===== src/rtl/cla4_serial_adder.sv =====
// Digit-serial WIDTH-bit adder: one 4-bit CLA slice per cycle, valid/ready on both sides.
// Optional signed-overflow output enabled by defining CLA4_SERIAL_OVF_EN.

module b_cla4 (
   input  logic [3:0] a,
   input  logic [3:0] b,
   input  logic       ci,
   output logic [3:0] s,
   output logic       co
);
   logic [3:0] p;
   logic [3:0] g;
   logic [4:0] c;

   always_comb begin
      p    = a ^ b;
      g    = a & b;
      c[0] = ci;
      c[1] = g[0] | (p[0] & ci);
      c[2] = g[1] | (p[1] & g[0]) | (p[1] & p[0] & ci);
      c[3] = g[2] | (p[2] & g[1]) | (p[2] & p[1] & g[0])
           | (p[2] & p[1] & p[0] & ci);
      c[4] = g[3] | (p[3] & g[2]) | (p[3] & p[2] & g[1])
           | (p[3] & p[2] & p[1] & g[0])
           | (p[3] & p[2] & p[1] & p[0] & ci);
      s    = p ^ c[3:0];
      co   = c[4];
   end
endmodule

module cla4_serial_adder #(
   parameter int WIDTH = 32
) (
   input  logic             clk,
   input  logic             rst_n,
   input  logic             in_valid,
   output logic             in_ready,
   input  logic [WIDTH-1:0] a,
   input  logic [WIDTH-1:0] b,
   input  logic             cin,
   output logic             out_valid,
   input  logic             out_ready,
   output logic [WIDTH-1:0] sum,
`ifdef CLA4_SERIAL_OVF_EN
   output logic             ovf,
`endif
   output logic             cout
);
   localparam int NIB = WIDTH / 4;
   localparam int IW  = (NIB > 1) ? $clog2(NIB) : 1;
   localparam logic [IW-1:0] LAST = IW'(NIB - 1);

   typedef enum logic [1:0] {IDLE, RUN, DONE} state_t;

   state_t           state;
   state_t           state_d;
   logic [WIDTH-1:0] a_q;
   logic [WIDTH-1:0] b_q;
   logic [WIDTH-1:0] sum_q;
   logic [WIDTH-1:0] sum_d;
   logic             carry_q;
   logic             cout_q;
   logic [IW-1:0]    idx;
   logic [IW+1:0]    base;
   logic [3:0]       a_nib;
   logic [3:0]       b_nib;
   logic [3:0]       s_nib;
   logic             co_nib;
   logic             accept;
   logic             run;
   logic             last;

   always_ff @(posedge clk) begin
      if (!rst_n) state <= IDLE;
      else        state <= state_d;
   end

   always_comb begin
      state_d = state;
      unique case (state)
         IDLE:    if (in_valid) state_d = RUN;
         RUN:     if (last)     state_d = DONE;
         DONE:    if (out_ready) state_d = IDLE;
         default: state_d = IDLE;
      endcase
   end

   always_comb begin
      in_ready  = (state == IDLE);
      out_valid = (state == DONE);
      run       = (state == RUN);
      accept    = in_ready & in_valid;
      last      = run & (idx == LAST);
   end

   always_comb begin
      base  = {idx, 2'b00};
      a_nib = 4'(a_q >> base);
      b_nib = 4'(b_q >> base);
      // Merge the new nibble; unwritten bits keep their previous value.
      sum_d = (sum_q & ~(WIDTH'(4'hF) << base)) | (WIDTH'(s_nib) << base);
   end

   b_cla4 u_slice (
      .a  (a_nib),
      .b  (b_nib),
      .ci (carry_q),
      .s  (s_nib),
      .co (co_nib)
   );

   always_ff @(posedge clk) begin
      if (!rst_n) begin
         a_q     <= '0;
         b_q     <= '0;
         sum_q   <= '0;
         carry_q <= 1'b0;
         cout_q  <= 1'b0;
         idx     <= '0;
      end else begin
         if (accept) begin
            a_q     <= a;
            b_q     <= b;
            carry_q <= cin;
            idx     <= '0;
         end
         if (run) begin
            sum_q   <= sum_d;
            carry_q <= co_nib;
            idx     <= idx + 1'b1;
            if (last) cout_q <= co_nib;
         end
      end
   end

`ifdef CLA4_SERIAL_OVF_EN
   logic ovf_q;
   // Carry into the MSB is recovered from the top slice's bit 3.
   always_ff @(posedge clk) begin
      if (!rst_n)    ovf_q <= 1'b0;
      else if (last) ovf_q <= (a_nib[3] ^ b_nib[3] ^ s_nib[3]) ^ co_nib;
   end
   assign ovf = ovf_q;
`endif

   assign sum  = sum_q;
   assign cout = cout_q;
endmodule

===== config.mk =====
export PLATFORM = sky130hd
export DESIGN_NAME = cla4_serial_adder
export DESIGN_NICKNAME = d
export VERILOG_FILES = /design/src/rtl/cla4_serial_adder.sv
export SDC_FILE = /design/constraint.sdc
export NUM_CORES = 1
export LEC_CHECK = 0
export ABC_AREA = 0
export BUFFER_PORTS_ARGS = -buffer_cell sky130_fd_sc_hd__buf_2
export CAP_MARGIN = 25
export CORE_MARGIN = 5
export CORE_UTILIZATION = 55
export CTS_CLUSTER_SIZE = 30
export DETAILED_ROUTE_END_ITERATION = 8
export PLACE_DENSITY = 0.93
export SETUP_SLACK_MARGIN = 0.4
export SLEW_MARGIN = 0
export SYNTH_ARGS = -nofsm -noshare
export SYNTH_HDL_FRONTEND = slang
export SYNTH_SLANG_ARGS = --single-unit

===== constraint.sdc =====
create_clock -name clk -period 7.85 [get_ports clk]
set_input_delay 1.1775 -clock clk [delete_from_list [all_inputs] [get_ports clk]]
set_output_delay 1.1775 -clock clk [all_outputs]
set_load 0.01 [all_outputs]

==> results of run 1 <==
area by class of cell:
type / instances / area [sq um] / share of cell area
multi-input cells: 357 / 2310 / 0.437
flip-flops and latches: 103 / 2060 / 0.389
repair buffers: 108 / 586 / 0.110
well taps: 105 / 131 / 0.0248
clock buffers: 9 / 124 / 0.0234
clock inverters: 7 / 72.6 / 0.0137
inverters: 3 / 11.3 / 0.00212
power by group:
| group | switching (mW) | internal [mW] | leakage (nW) |
|---|---|---|---|
| Clock | 0.188 | 0.148 | 0.0956 |
| Sequential | 0.0135 | 0.546 | 0.841 |
| Combinational | 0.0739 | 0.0589 | 1.27 |
| Total | 0.276 | 0.752 | 2.21 |
metrics by stage:
stage          hold slack, ns  utilization  total power [mW]  cell area (sq um)  instances
2_1_floorplan           0.432            -             0.661               4590        499
3_3_place_gp            0.441        0.619             0.692               5060        674
3_5_place_dp            0.447        0.621             0.700               5080        675
4_1_cts                 0.460        0.645              1.03               5270        691
5_1_grt                 0.486        0.648              1.07               5300        692
6_report                0.461        0.648              1.03               5300        692
state kept, by name, indices dropped and copies added (netlist names):
register / flops
cout: 1
state: 2
idx: 3
carry_q: 1
b_q: 32
a_q: 32
sum: 32
worst min-delay path by stage:
stage	slack (ns)	end	start	depth (start not counted)
2_1_floorplan	0.43	a_q[25]	a_q[25]	2
3_3_place_gp	0.44	b_q[20]	b_q[20]	2
3_5_place_dp	0.45	b_q[25]	b_q[25]	2
4_1_cts	0.46	b_q[25]	b_q[25]	2
5_1_grt	0.49	b_q[26]	b_q[26]	2
6_report	0.46	b_q[25]	b_q[25]	2
worst register-to-register path: cells and delay by family (launching register included):
kind                     cells  cell delay, ns
XOR/XNOR                     1            0.50
AND/OR/NAND/NOR              2            0.14
adder cells (fa/ha/maj)      1            0.33
flip-flops                   1            0.53
multiplexers                 1            0.54
buffers and inverters        1            0.35
AO/OA/AOI/OAI                3            0.64
cells by family (layout without fill, tap and decap cells):
group,count (synthesis),in the layout,share of synthesized area
AOI/OAI and AO/OA,111,111,0.190
xor gates and xnor gates,3,3,0.00573
adders and majority gates,11,11,0.0316
buffers and inverters,39,127,0.0469
DFF,103,103,0.449
muxes,16,16,0.0785
and+or+nand+nor,216,216,0.198
metal layers:
layer,vias up,wire length [um],share of wire,GRT usage
met2,128,5570,0.51,0.383
met5,-,0,0,0
met4,0,257,0.024,0.0900
met3,23,694,0.064,0.0337
met1,1779,4340,0.40,0.256
li1,1872,-,-,-
cell usage in the layout (no fill, tap or decap), types with 3 or more instances in the layout:
| cell | count |
|---|---|
| a21boi_0 | 60 |
| a21boi_1 | 8 |
| a21o_1 | 3 |
| a21oi_1 | 4 |
| a22oi_1 | 8 |
| a32o_1 | 15 |
| a32oi_1 | 8 |
| buf_2 | 103 |
| buf_4 | 3 |
| clkbuf_8 | 9 |
| dfxtp_1 | 103 |
| ha_1 | 10 |
| inv_1 | 3 |
| mux4_2 | 16 |
| nand2_1 | 169 |
| nor2_1 | 13 |
| nor2b_1 | 18 |
| nor3_1 | 4 |
==> tab_implementation.tex, run 1 <==
\begin{tabular}{lr}
\hline
Metric & Value \\
\hline
\multicolumn{2}{l}{\textbf{Clocking}} \\
\quad Clock-pin transition on the worst setup and hold timing paths & around 0.10 ns \\
\quad CTS Buffer Depth & 2 \\
\quad CTS tree & built \\
\quad Buffer type at the clock tree root & clkbuf\_8 \\
\quad H-tree depth & 3 \\
\quad Post-CTS Repair Setup Buffers & 0 \\
\quad Clock insertion delay at the later pin of the skew report & 0.38 ns \\
\quad Number of buffers inserted during clock tree synthesis & 9 \\
\quad Sink count of the clock tree & roughly 100 \\
\quad Hold buffers post-CTS & 0 \\
\quad Cts repair resizes & 0 \\
\multicolumn{2}{l}{\textbf{Logic synthesis}} \\
\quad Top cells by area, synth & dfxtp\_1 (45\%), nand2\_1 (14\%), a21boi\_0 (9.8\%) \\
\quad Post-synthesis cell area & between 4000 and 5000 sq um \\
\quad Most used standard cell by instance count after synthesis & nand2\_1 \\
\quad Yosys synthesis warning count & 0 \\
\quad Avg Cell Area, Syn & 9.19 sq um \\
\quad Synthesized Nets & between 500 and 600 \\
\quad Leading cell types by count after synthesis & nand2\_1 (170), dfxtp\_1 (103), a21boi\_0 (60) \\
\quad Fraction of synthesis flops using an asynchronous set or reset pin & 0 \\
\quad Sequential cell area fraction in the yosys report & 0.449 \\
\quad Dominant register cell in the synthesized netlist & dfxtp\_1 \\
\quad Proportion of netlist area held by the largest area contributor & 0.449 \\
\quad Flip-flop and latch count after synthesis & 103 \\
\quad Number of synthesized flops with an enable pin & 0 \\
\quad Count of cell types in the netlist & 35 \\
\quad Synth area leader & dfxtp\_1 \\
\quad Synth Instances & around 500 \\
\multicolumn{2}{l}{\textbf{STA}} \\
\quad Time the worst path needs with I/O delays and setup & just over 3 ns \\
\quad Total negative setup slack & 0 ns \\
\quad Post-route clock period utilization & 0.392 \\
\quad Count of final max-slew check failures & 0 \\
\quad RSZ-0062 raised after global routing & no \\
\quad Hold Fails Final Rpt & 0 \\
\quad Highest clock rate & $\sim$0.33 GHz \\
\quad Post-route clock skew & roughly 0.009 ns \\
\quad Least setup slack across all paths after layout & roughly 4.8 ns \\
\quad Relative slew margins & 0.438 \\
\quad Transition at the pin with the smallest max-transition slack & approximately 0.84 ns \\
\quad Number of setup violations in the final report & 0 \\
\multicolumn{2}{l}{\textbf{Die}} \\
\quad Chip Height & between 100 and 150 um \\
\quad Count of pins on the block boundary & between 100 and 150 \\
\quad Area of the die & about 10000 sq um \\
\quad Die Span X & $\sim$100 um \\
\quad Starting density of the core & 0.561 \\
\quad \# rows & 33 \\
\quad Core footprint & around 8000 sq um \\
\multicolumn{2}{l}{\textbf{Power and ir drop}} \\
\quad Total power divided by cell area & slightly below 200 nW/um\^{}2 \\
\quad Peak supply drop & $\sim$87 uV \\
\quad Static Leak & between 2 and 2.5 nW \\
\multicolumn{2}{l}{\textbf{Setup path}} \\
\quad Setup slack of the most critical reg-to-reg path & around 4.8 ns \\
\quad R2R Path Start & idx[1] \\
\quad Number of cell instances on the worst register-to-register path & 9 \\
\quad Cell family contributing the most delay on the critical path & compound AO/OA/AOI/OAI gates \\
\quad Biggest cell delay along the critical path & 0.53 ns \\
\quad Data required time of the worst path & slightly above 8 ns \\
\quad Crit Reg-Reg Endpoint & sum[11] \\
\quad Slowest stage cell, crit path & dfxtp\_1 \\
\quad First element of the critical path & idx[1] \\
\quad Kind of end point of the critical path & flop \\
\quad Crit path launch type & flop \\
\quad Buffering stage count on the worst path with inverters included & 1 \\
\quad Worst Path Arrival & 3.40 ns \\
\quad WP depth & 9 \\
\quad Startpoint-to-endpoint class of the critical path & reg2reg \\
\quad Most Frequent Cell on Critical Path & nand2\_1 \\
\quad Critical Path Sink & sum[11] \\
\quad Biggest fanout along the worst timing path & 17 \\
\quad Worst path cell trace & buf\_4, mux4\_2, nand2\_1, nand2\_1, ha\_1, a21o\_1, a31o\_2, xor2\_1, a32o\_1 \\
\multicolumn{2}{l}{\textbf{Routing}} \\
\quad Residual antenna-violating net count after detailed routing & 0 \\
\quad Number of iterations in the first detailed-routing pass & 4 \\
\quad Remaining design rule violation count & 0 \\
\quad Total number of vias & $\sim$3.8k \\
\quad Wire length after detailed routing & approximately 11000 um \\
\quad DRC marker count from the first detailed-route iteration & a little over 200 \\
\quad Wire length per cell & roughly 16 um \\
\quad Routed via count divided by cell count & about 5.5 \\
\multicolumn{2}{l}{\textbf{Global route}} \\
\quad Global-route congestion overflow total & 0 \\
\quad Number of global-route vias before repair & 3768 \\
\quad Initial antenna violation count & 0 \\
\quad Global router's overall resource usage & 0.215 \\
\quad Maximum number of pins on one net before global-route repair & about 110 \\
\quad Wire length of the first global-routing pass & about 17000 um \\
\multicolumn{2}{l}{\textbf{Placed design}} \\
\quad PortBufs & 103 \\
\quad Placed wire-length estimate after detailed placement & 7870 um \\
\quad Placement-stage worst setup slack & just under 5 ns \\
\quad Placer's final routability congestion estimate & around 0.84 \\
\multicolumn{2}{l}{\textbf{Final layout}} \\
\quad Fillers & between 600 and 700 \\
\quad Fraction of layout instances using a drive strength above 1 & 0.247 \\
\quad Layout net count & between 600 and 700 \\
\quad Antenna cells & 0 \\
\quad Syn-to-layout area delta & 15.5\% \\
\multicolumn{2}{l}{\textbf{Hold path}} \\
\quad Class of the tightest hold or removal check & reg2reg \\
\multicolumn{2}{l}{\textbf{Flow run}} \\
\quad Maxcap violations & 0 \\
\multicolumn{2}{l}{\textbf{Outcome}} \\
\quad Outcome & completed \\
\hline
\end{tabular}
Power figures use the tool's default switching activity.
==> inputs of run 2 (changes only) <==
--- a/config.mk
+++ b/config.mk
@@ -9,10 +9,10 @@
 export BUFFER_PORTS_ARGS = -buffer_cell sky130_fd_sc_hd__buf_2
 export CAP_MARGIN = 25
 export CORE_MARGIN = 5
-export CORE_UTILIZATION = 55
+export CORE_UTILIZATION = 49
 export CTS_CLUSTER_SIZE = 30
 export DETAILED_ROUTE_END_ITERATION = 8
-export PLACE_DENSITY = 0.93
+export PLACE_DENSITY = 0.88
 export SETUP_SLACK_MARGIN = 0.4
 export SLEW_MARGIN = 0
 export SYNTH_ARGS = -nofsm -noshare
==> constraint.sdc (replaced) <==
create_clock -name clk -period 2.8 [get_ports clk]
set_input_delay 0.42 -clock clk [delete_from_list [all_inputs] [get_ports clk]]
set_output_delay 0.42 -clock clk [all_outputs]
set_load 0.01 [all_outputs]
==> run 2 against run 1 <==
Net effect:
- total power rose to 2.9 times the previous value
- flip-flop and latch count unchanged
- hold slack got worse by 0.17 ns
- critical endpoint is now sum[19]
- largest cell class unchanged
- largest power group unchanged
- highest routed layer unchanged
==> tab_implementation.tex, run 2 (synthesis gave the netlist of run 1 again) <==
\begin{tabular}{lr}
\hline
Metric & Value \\
\hline
\multicolumn{2}{l}{\textbf{Power and ir drop}} \\
\quad Post-route total power & 2.97 mW (+190\%) \\
\quad Proportion of power drawn by flip-flops and latches & 0.527 (-0.017) \\
\quad Total power divided by cell area & 527 nW/um\^{}2 (+170\%) \\
\quad Peak supply drop & 274 uV (+210\%) \\
\quad P\_sw & 0.778 mW (+180\%) \\
\quad Static Leak & 2.33 nW (+5.8\%) \\
\quad Comb pwr share & 0.150 (+0.021) \\
\quad Internal & 2.19 mW (+190\%) \\
\quad Switch share & 0.262 (-0.00629) \\
\quad Clock share of power & 0.322 (-0.005) \\
\multicolumn{2}{l}{\textbf{Global route}} \\
\quad Wire length of the first global-routing pass & 18900 um (+7.9\%) \\
\quad Initial antenna violation count & 0 (unchanged) \\
\quad Global-route congestion overflow total & 0 (unchanged) \\
\quad Global router's overall resource usage & 0.205 (-0.0101) \\
\quad Number of global-route vias before repair & 3975 (+5.5\%) \\
\quad Maximum number of pins on one net before global-route repair & 76 (-28\%) \\
\multicolumn{2}{l}{\textbf{STA}} \\
\quad Least setup slack across all paths after layout & 0.373 ns (-4.40 ns) \\
\quad Post-route clock skew & 0.0102 ns (+0.00126 ns) \\
\quad Total negative setup slack & 0 ns (unchanged) \\
\quad Relative slew margins & 0.534 (+0.0965) \\
\quad Final worst hold slack & 0.287 ns (-0.174 ns) \\
\quad Count of final max-slew check failures & 0 (unchanged) \\
\quad Time the worst path needs with I/O delays and setup & 2.43 ns (-0.648 ns) \\
\quad Number of setup violations in the final report & 0 (unchanged) \\
\quad Transition at the pin with the smallest max-transition slack & 0.698 ns (-0.145 ns) \\
\quad RSZ-0062 raised after global routing & yes \\
\quad Hold Fails Final Rpt & 0 (unchanged) \\
\quad Post-route clock period utilization & 0.867 (+0.475) \\
\quad Highest clock rate & 0.412 GHz (+27\%) \\
\multicolumn{2}{l}{\textbf{Routing}} \\
\quad Met2 routed wirelength & 5870 um (+5.5\%) \\
\quad Number of iterations in the first detailed-routing pass & 4 (unchanged) \\
\quad Remaining design rule violation count & 0 (unchanged) \\
\quad Wire length after detailed routing & 11800 um (+8.8\%) \\
\quad Residual antenna-violating net count after detailed routing & 0 (unchanged) \\
\quad Detail Route met3 WL & 703 um (+1.3\%) \\
\quad Routed via count divided by cell count & 5.60 (+2.0\%) \\
\quad Highest metal used & met4 \\
\quad Total number of vias & 4006 (+5.4\%) \\
\quad Routed metal-1 wirelength & 4930 um (+14\%) \\
\quad Wire length per cell & 16.5 um (+5.3\%) \\
\quad DRC marker count from the first detailed-route iteration & 237 (+15\%) \\
\multicolumn{2}{l}{\textbf{Setup path}} \\
\quad Worst Path Arrival & 2.69 ns (-0.71 ns) \\
\quad Crit path launch type & flop \\
\quad Biggest cell delay along the critical path & 0.53 ns (about the same) \\
\quad Buffering stage count on the worst path with inverters included & 1 (unchanged) \\
\quad Slowest stage cell, crit path & mux4\_2 \\
\quad WP depth & 9 (unchanged) \\
\quad Crit Reg-Reg Endpoint & sum[19] \\
\quad Setup slack of the most critical reg-to-reg path & 0.37 ns (-4.40 ns) \\
\quad Worst path cell trace & buf\_6, mux4\_2, nand2\_2, nand2\_4, ha\_4, a21o\_1, a31o\_4, xor2\_4, a32o\_1 \\
\quad Startpoint-to-endpoint class of the critical path & reg2reg \\
\quad Number of cell instances on the worst register-to-register path & 9 (unchanged) \\
\quad Data required time of the worst path & 3.06 ns (-5.11 ns) \\
\quad R2R Path Start & idx[0] \\
\quad Cell family contributing the most delay on the critical path & compound AO/OA/AOI/OAI gates \\
\quad Kind of end point of the critical path & flop \\
\quad Biggest fanout along the worst timing path & 8 (-9) \\
\multicolumn{2}{l}{\textbf{Outcome}} \\
\quad Outcome & completed \\
\multicolumn{2}{l}{\textbf{Final layout}} \\
\quad Layout net count & 679 (+2.6\%) \\
\quad Commonest non-fill, non-tap cell in the layout & nand2\_1 \\
\quad Antenna cells & 0 (unchanged) \\
\quad Fraction of layout instances using a drive strength above 1 & 0.308 (+0.0609) \\
\quad Post-route cell area & 5640 sq um (+6.3\%) \\
\quad Top library cells by usage in the layout, fill and taps aside & nand2\_1 (158), buf\_2 (103), dfxtp\_1 (101), a21boi\_0 (60), nor2b\_1 (18) \\
\quad Syn-to-layout area delta & 22.9\% \\
\multicolumn{2}{l}{\textbf{Hold path}} \\
\quad Worst Hold Launch & b[28] \\
\quad Hold Path Sink & b\_q[28] \\
\quad Class of the tightest hold or removal check & in2reg \\
\quad Min-Delay Path Depth & 3 (+1) \\
\multicolumn{2}{l}{\textbf{Die}} \\
\quad \# rows & 35 (+6.1\%) \\
\quad Count of pins on the block boundary & 104 (unchanged) \\
\quad Core footprint & 9200 sq um (+12\%) \\
\quad Chip Height & 107 um (+5.4\%) \\
\quad Starting density of the core & 0.499 (-0.0623) \\
\quad Die Span X & 107 um (+5.4\%) \\
\quad Area of the die & 11400 sq um (+11\%) \\
\multicolumn{2}{l}{\textbf{Placed design}} \\
\quad PortBufs & 103 (unchanged) \\
\quad Placed wire-length estimate after detailed placement & 8110 um (+3.1\%) \\
\quad Cell area reported after detailed placement & 5190 sq um (+2.3\%) \\
\quad Placement-stage worst setup slack & 0.244 ns (-4.58 ns) \\
\quad Placer's final routability congestion estimate & 0.874 (+4.3\%) \\
\multicolumn{2}{l}{\textbf{Clocking}} \\
\quad H-tree depth & 3 (unchanged) \\
\quad Buffer type at the clock tree root & clkbuf\_8 \\
\quad Clock-pin transition on the worst setup and hold timing paths & 0.09 ns (about the same) \\
\quad CTS Buffer Depth & 2 (unchanged) \\
\quad CTS tree & built \\
\quad Number of buffers inserted during clock tree synthesis & 9 (unchanged) \\
\quad Sink count of the clock tree & 103 (unchanged) \\
\quad Clock insertion delay at the later pin of the skew report & 0.37 ns (about the same) \\
\multicolumn{2}{l}{\textbf{Flow run}} \\
\quad Maxcap violations & 0 (unchanged) \\
\hline
\end{tabular}
## run 2: changes by cell type in the layout (fill, tap and decap cells not counted), moves of 3 or more
cell     delta
ha_4        +3
ha_1        -3
nand2_2     +9
nand2_1    -11
buf_4      +12
buf_6       +3
## run 2: repair_timing
| action | in CTS | in global routing |
|---|---|---|
| hold buffers | 0 | 0 |
| gates resized for setup | 13 | 18 |
| endpoints found under the setup margin | 25 | 25 |
| pin swaps | 8 | 17 |
| setup buffers | 10 | 1 |
## run 2: worst max-delay path by stage
stage | start | to
after floorplan | idx[0] | sum[11]
after global placement | idx[0] | sum[10]
after global routing | idx[0] | sum[25]
after CTS | idx[0] | sum[19]
final | idx[0] | sum[19]
after detailed placement | idx[0] | sum[30]
## run 2: routing by layer
metal | up-vias | GRT usage
li1 | 1905 | -
met1 | 1923 | 0.266
met2 | 153 | 0.343
met3 | 25 | 0.0355
met4 | 0 | 0.0721
met5 | - | 0
## run 2: per-stage QoR
step	instances	utilization
after floorplan	499	-
after global placement	688	0.565
after detailed placement	688	0.565
after CTS	714	0.603
after global routing	715	0.613
final	715	0.613
## run 2: worst reg2reg max path: cells and delay by family, from the launching register on
kind	cells	cell delay [ns]
simple gates	2	0.19
mux	1	0.53
fa+ha+maj	1	0.24
buf+inv	1	0.13
xor+xnor	1	0.19
compound gates	3	0.68
flops	1	0.36
## run 2: layout make-up
type                            count  area (sq um)
Tap cell                          111           139
Sequential cell                   103          2060
Timing Repair Buffer              125           737
Clock buffer                       11           151
Clock inverter                      5          56.3
Inverter                            3          11.3
Fill cell                         749          3560
Multi-Input combinational cell    357          2480
## run 2: power groups by stage
| stage | Clock, mW | Combinational [mW] | Sequential [mW] |
|---|---|---|---|
| global route | 1.04 | 0.491 | 1.58 |
| floorplan | 0 | 0.281 | 1.59 |
| CTS | 0.967 | 0.416 | 1.57 |
| global placement | 0 | 0.373 | 1.60 |
| detailed placement | 0 | 0.389 | 1.60 |
| finish | 0.958 | 0.447 | 1.57 |
==> inputs of run 3 (changes only) <==
--- a/config.mk
+++ b/config.mk
@@ -13,6 +13,7 @@
 export CTS_CLUSTER_SIZE = 30
 export DETAILED_ROUTE_END_ITERATION = 8
 export PLACE_DENSITY = 0.88
+export RECOVER_POWER = 50
 export SETUP_SLACK_MARGIN = 0.4
 export SLEW_MARGIN = 0
 export SYNTH_ARGS = -nofsm -noshare
==> run 3 against run 2 <==
Net effect:
- highest routed layer unchanged
- final cell count unchanged
- hold slack better by 0.0034 ns
- non-clock buffer count unchanged
- die area unchanged
- largest power group unchanged
- count of clock-buffer cells in the layout did not move
- total power down 0.21%
- global-route usage did not move
==> tab_implementation.tex, run 3 (synthesis gave the netlist of run 1 again) <==
\begin{tabular}{lr}
\hline
Metric & Value \\
\hline
\multicolumn{2}{l}{\textbf{Die}} \\
\quad Die Span X & 107 um (unchanged) \\
\quad Chip Height & 107 um (unchanged) \\
\quad Starting density of the core & 0.499 (unchanged) \\
\quad \# rows & 35 (unchanged) \\
\quad Count of pins on the block boundary & 104 (unchanged) \\
\quad Core footprint & 9200 sq um (unchanged) \\
\quad Area of the die & 11400 sq um (unchanged) \\
\multicolumn{2}{l}{\textbf{Global route}} \\
\quad Global-route congestion overflow total & 0 (unchanged) \\
\quad Global route hottest layer & met2 \\
\quad Maximum number of pins on one net before global-route repair & 76 (unchanged) \\
\quad Global-route track usage on met1 & 0.266 (unchanged) \\
\quad Met3 capacity usage during global routing & 0.0355 (unchanged) \\
\quad GR Util met2 & 0.343 (unchanged) \\
\quad Wire length of the first global-routing pass & 18900 um (unchanged) \\
\quad Global router's overall resource usage & 0.205 (unchanged) \\
\quad Initial antenna violation count & 0 (unchanged) \\
\quad Number of global-route vias before repair & 3975 (unchanged) \\
\multicolumn{2}{l}{\textbf{Setup path}} \\
\quad Setup slack of the most critical reg-to-reg path & 0.37 ns (about the same) \\
\quad Biggest cell delay along the critical path & 0.53 ns (about the same) \\
\quad Worst path cell trace & buf\_6, mux4\_2, nand2\_2, nand2\_4, ha\_4, a21o\_1, a31o\_4, xor2\_4, a32o\_1 \\
\quad Worst Path Arrival & 2.69 ns (about the same) \\
\quad Slowest stage cell, crit path & mux4\_2 \\
\quad Biggest fanout along the worst timing path & 8 (unchanged) \\
\quad Buffering stage count on the worst path with inverters included & 1 (unchanged) \\
\quad Data required time of the worst path & 3.07 ns (about the same) \\
\quad Kind of end point of the critical path & flop \\
\quad Crit path launch type & flop \\
\quad Startpoint-to-endpoint class of the critical path & reg2reg \\
\quad Cell family contributing the most delay on the critical path & compound AO/OA/AOI/OAI gates \\
\multicolumn{2}{l}{\textbf{Clocking}} \\
\quad Sink count of the clock tree & 103 (unchanged) \\
\quad H-tree depth & 3 (unchanged) \\
\quad Clock-pin transition on the worst setup and hold timing paths & 0.10 ns (about the same) \\
\quad Number of buffers inserted during clock tree synthesis & 9 (unchanged) \\
\quad CTS Buffer Depth & 2 (unchanged) \\
\quad Hold buffers post-CTS & 0 (unchanged) \\
\quad CTS tree & built \\
\quad Buffer type at the clock tree root & clkbuf\_8 \\
\quad Clock insertion delay at the later pin of the skew report & 0.37 ns (about the same) \\
\multicolumn{2}{l}{\textbf{STA}} \\
\quad Number of setup violations in the final report & 0 (unchanged) \\
\quad Transition at the pin with the smallest max-transition slack & 1.14 ns (+0.444 ns) \\
\quad Count of final max-slew check failures & 0 (unchanged) \\
\quad Least setup slack across all paths after layout & 0.374 ns (+0.00156 ns) \\
\quad Post-route clock period utilization & 0.866 (about the same) \\
\quad Relative slew margins & 0.237 (-0.298) \\
\quad Post-route clock skew & 0.0106 ns (+0.000406 ns) \\
\quad Time the worst path needs with I/O delays and setup & 2.43 ns (-0.00156 ns) \\
\quad Total negative setup slack & 0 ns (unchanged) \\
\quad Hold Fails Final Rpt & 0 (unchanged) \\
\quad RSZ-0062 raised after global routing & yes \\
\quad Highest clock rate & 0.412 GHz (about the same) \\
\multicolumn{2}{l}{\textbf{Placed design}} \\
\quad Placer's final routability congestion estimate & 0.874 (unchanged) \\
\quad PortBufs & 103 (unchanged) \\
\quad Placed wire-length estimate after detailed placement & 8110 um (unchanged) \\
\quad Placement-stage worst setup slack & 0.244 ns (unchanged) \\
\multicolumn{2}{l}{\textbf{Power and ir drop}} \\
\quad Internal & 2.19 mW (-0.13\%) \\
\quad Comb pwr share & 0.149 (about the same) \\
\quad Total power divided by cell area & 531 nW/um\^{}2 (+0.69\%) \\
\quad Switch share & 0.261 (-0.000590) \\
\quad P\_sw & 0.775 mW (-0.43\%) \\
\quad Clock share of power & 0.322 (about the same) \\
\quad Proportion of power drawn by flip-flops and latches & 0.528 (about the same) \\
\quad Static Leak & 2.18 nW (-6.7\%) \\
\quad Peak supply drop & 274 uV (-0.11\%) \\
\multicolumn{2}{l}{\textbf{Routing}} \\
\quad Routed via count divided by cell count & 5.62 (+0.27\%) \\
\quad Wire length after detailed routing & 11900 um (+0.30\%) \\
\quad Number of iterations in the first detailed-routing pass & 5 (+1) \\
\quad DRC marker count from the first detailed-route iteration & 194 (-18\%) \\
\quad Residual antenna-violating net count after detailed routing & 0 (unchanged) \\
\quad Total number of vias & 4017 (+0.27\%) \\
\quad Wire length per cell & 16.6 um (+0.30\%) \\
\quad Remaining design rule violation count & 0 (unchanged) \\
\multicolumn{2}{l}{\textbf{Final layout}} \\
\quad Layout net count & 679 (unchanged) \\
\quad Fraction of layout instances using a drive strength above 1 & 0.247 (-0.0613) \\
\quad Fraction of the core area covered by cells at the end of the flow & 0.607 (-0.00544) \\
\quad Top library cells by usage in the layout, fill and taps aside & nand2\_1 (159), dfxtp\_1 (101), buf\_2 (68), a21boi\_0 (62), clkbuf\_1 (36) \\
\quad Commonest non-fill, non-tap cell in the layout & nand2\_1 \\
\quad Antenna cells & 0 (unchanged) \\
\quad Syn-to-layout area delta & 21.8\% \\
\multicolumn{2}{l}{\textbf{Hold path}} \\
\quad Class of the tightest hold or removal check & in2reg \\
\multicolumn{2}{l}{\textbf{Flow run}} \\
\quad Maxcap violations & 0 (unchanged) \\
\multicolumn{2}{l}{\textbf{Outcome}} \\
\quad Outcome & completed \\
\hline
\end{tabular}
[run 3: changes by cell type in the layout (fill, tap and decap cells not counted)]
cell,delta
nand2_2,-1
a21boi_1,-2
buf_4,-1
buf_2,-35
clkbuf_1,+36
a21boi_0,+2
nand2_1,+1
[run 3: metal layers]
metal	vias to the layer above	wire length, um
met5	-	0
met4	0	311
met3	26	770
met2	157	5930
met1	1927	4840
li1	1907	-
[run 3: tightest hold or removal path, delay by kind of cell]
family / cells / cell delay [ns]
simple gates: 1 / 0.05
compound gates: 1 / 0.05
buf+inv: 1 / 0.10
[run 3: cell type report]
cell class | instances | area (sq um)
inverter | 3 | 11.3
clock buffer | 11 | 151
multi-input combinational | 357 | 2470
sequential | 103 | 2060
clock inverter | 5 | 56.3
timing repair buffer | 125 | 689
fill | 772 | 3610
tap | 111 | 139
[run 3: repair_timing]
item | CTS | global route
buffers inserted | 10 | 1
setup endpoints to repair | 25 | 25
hold endpoints to repair | 0 | 0
gates resized for setup | 13 | 18
pin swaps | 8 | 17
[run 3: worst paths after layout]
kind           start  endpoint  cells past startpoint
max           idx[0]   sum[15]                      9
min            b[28]   b_q[28]                      3
max reg2reg   idx[0]   sum[15]                      9
min reg2reg  b_q[25]   b_q[25]                      2
[run 3: stage by stage]
stage	instances	cell area (sq um)	hold slack, ns	power [mW]
global route	715	5590	0.292	3.10
detailed placement	688	5190	0.448	1.99
CTS	714	5550	0.280	2.95
finish	715	5590	0.291	2.97
global placement	688	5190	0.443	1.97
floorplan	499	4650	0.432	1.87
[run 3: power groups by stage]
stage / Combinational, mW / Clock, mW / Sequential, mW
2_1_floorplan: 0.281 / 0 / 1.59
3_3_place_gp: 0.373 / 0 / 1.60
6_report: 0.443 / 0.956 / 1.57
4_1_cts: 0.416 / 0.967 / 1.57
5_1_grt: 0.488 / 1.04 / 1.58
3_5_place_dp: 0.389 / 0 / 1.60
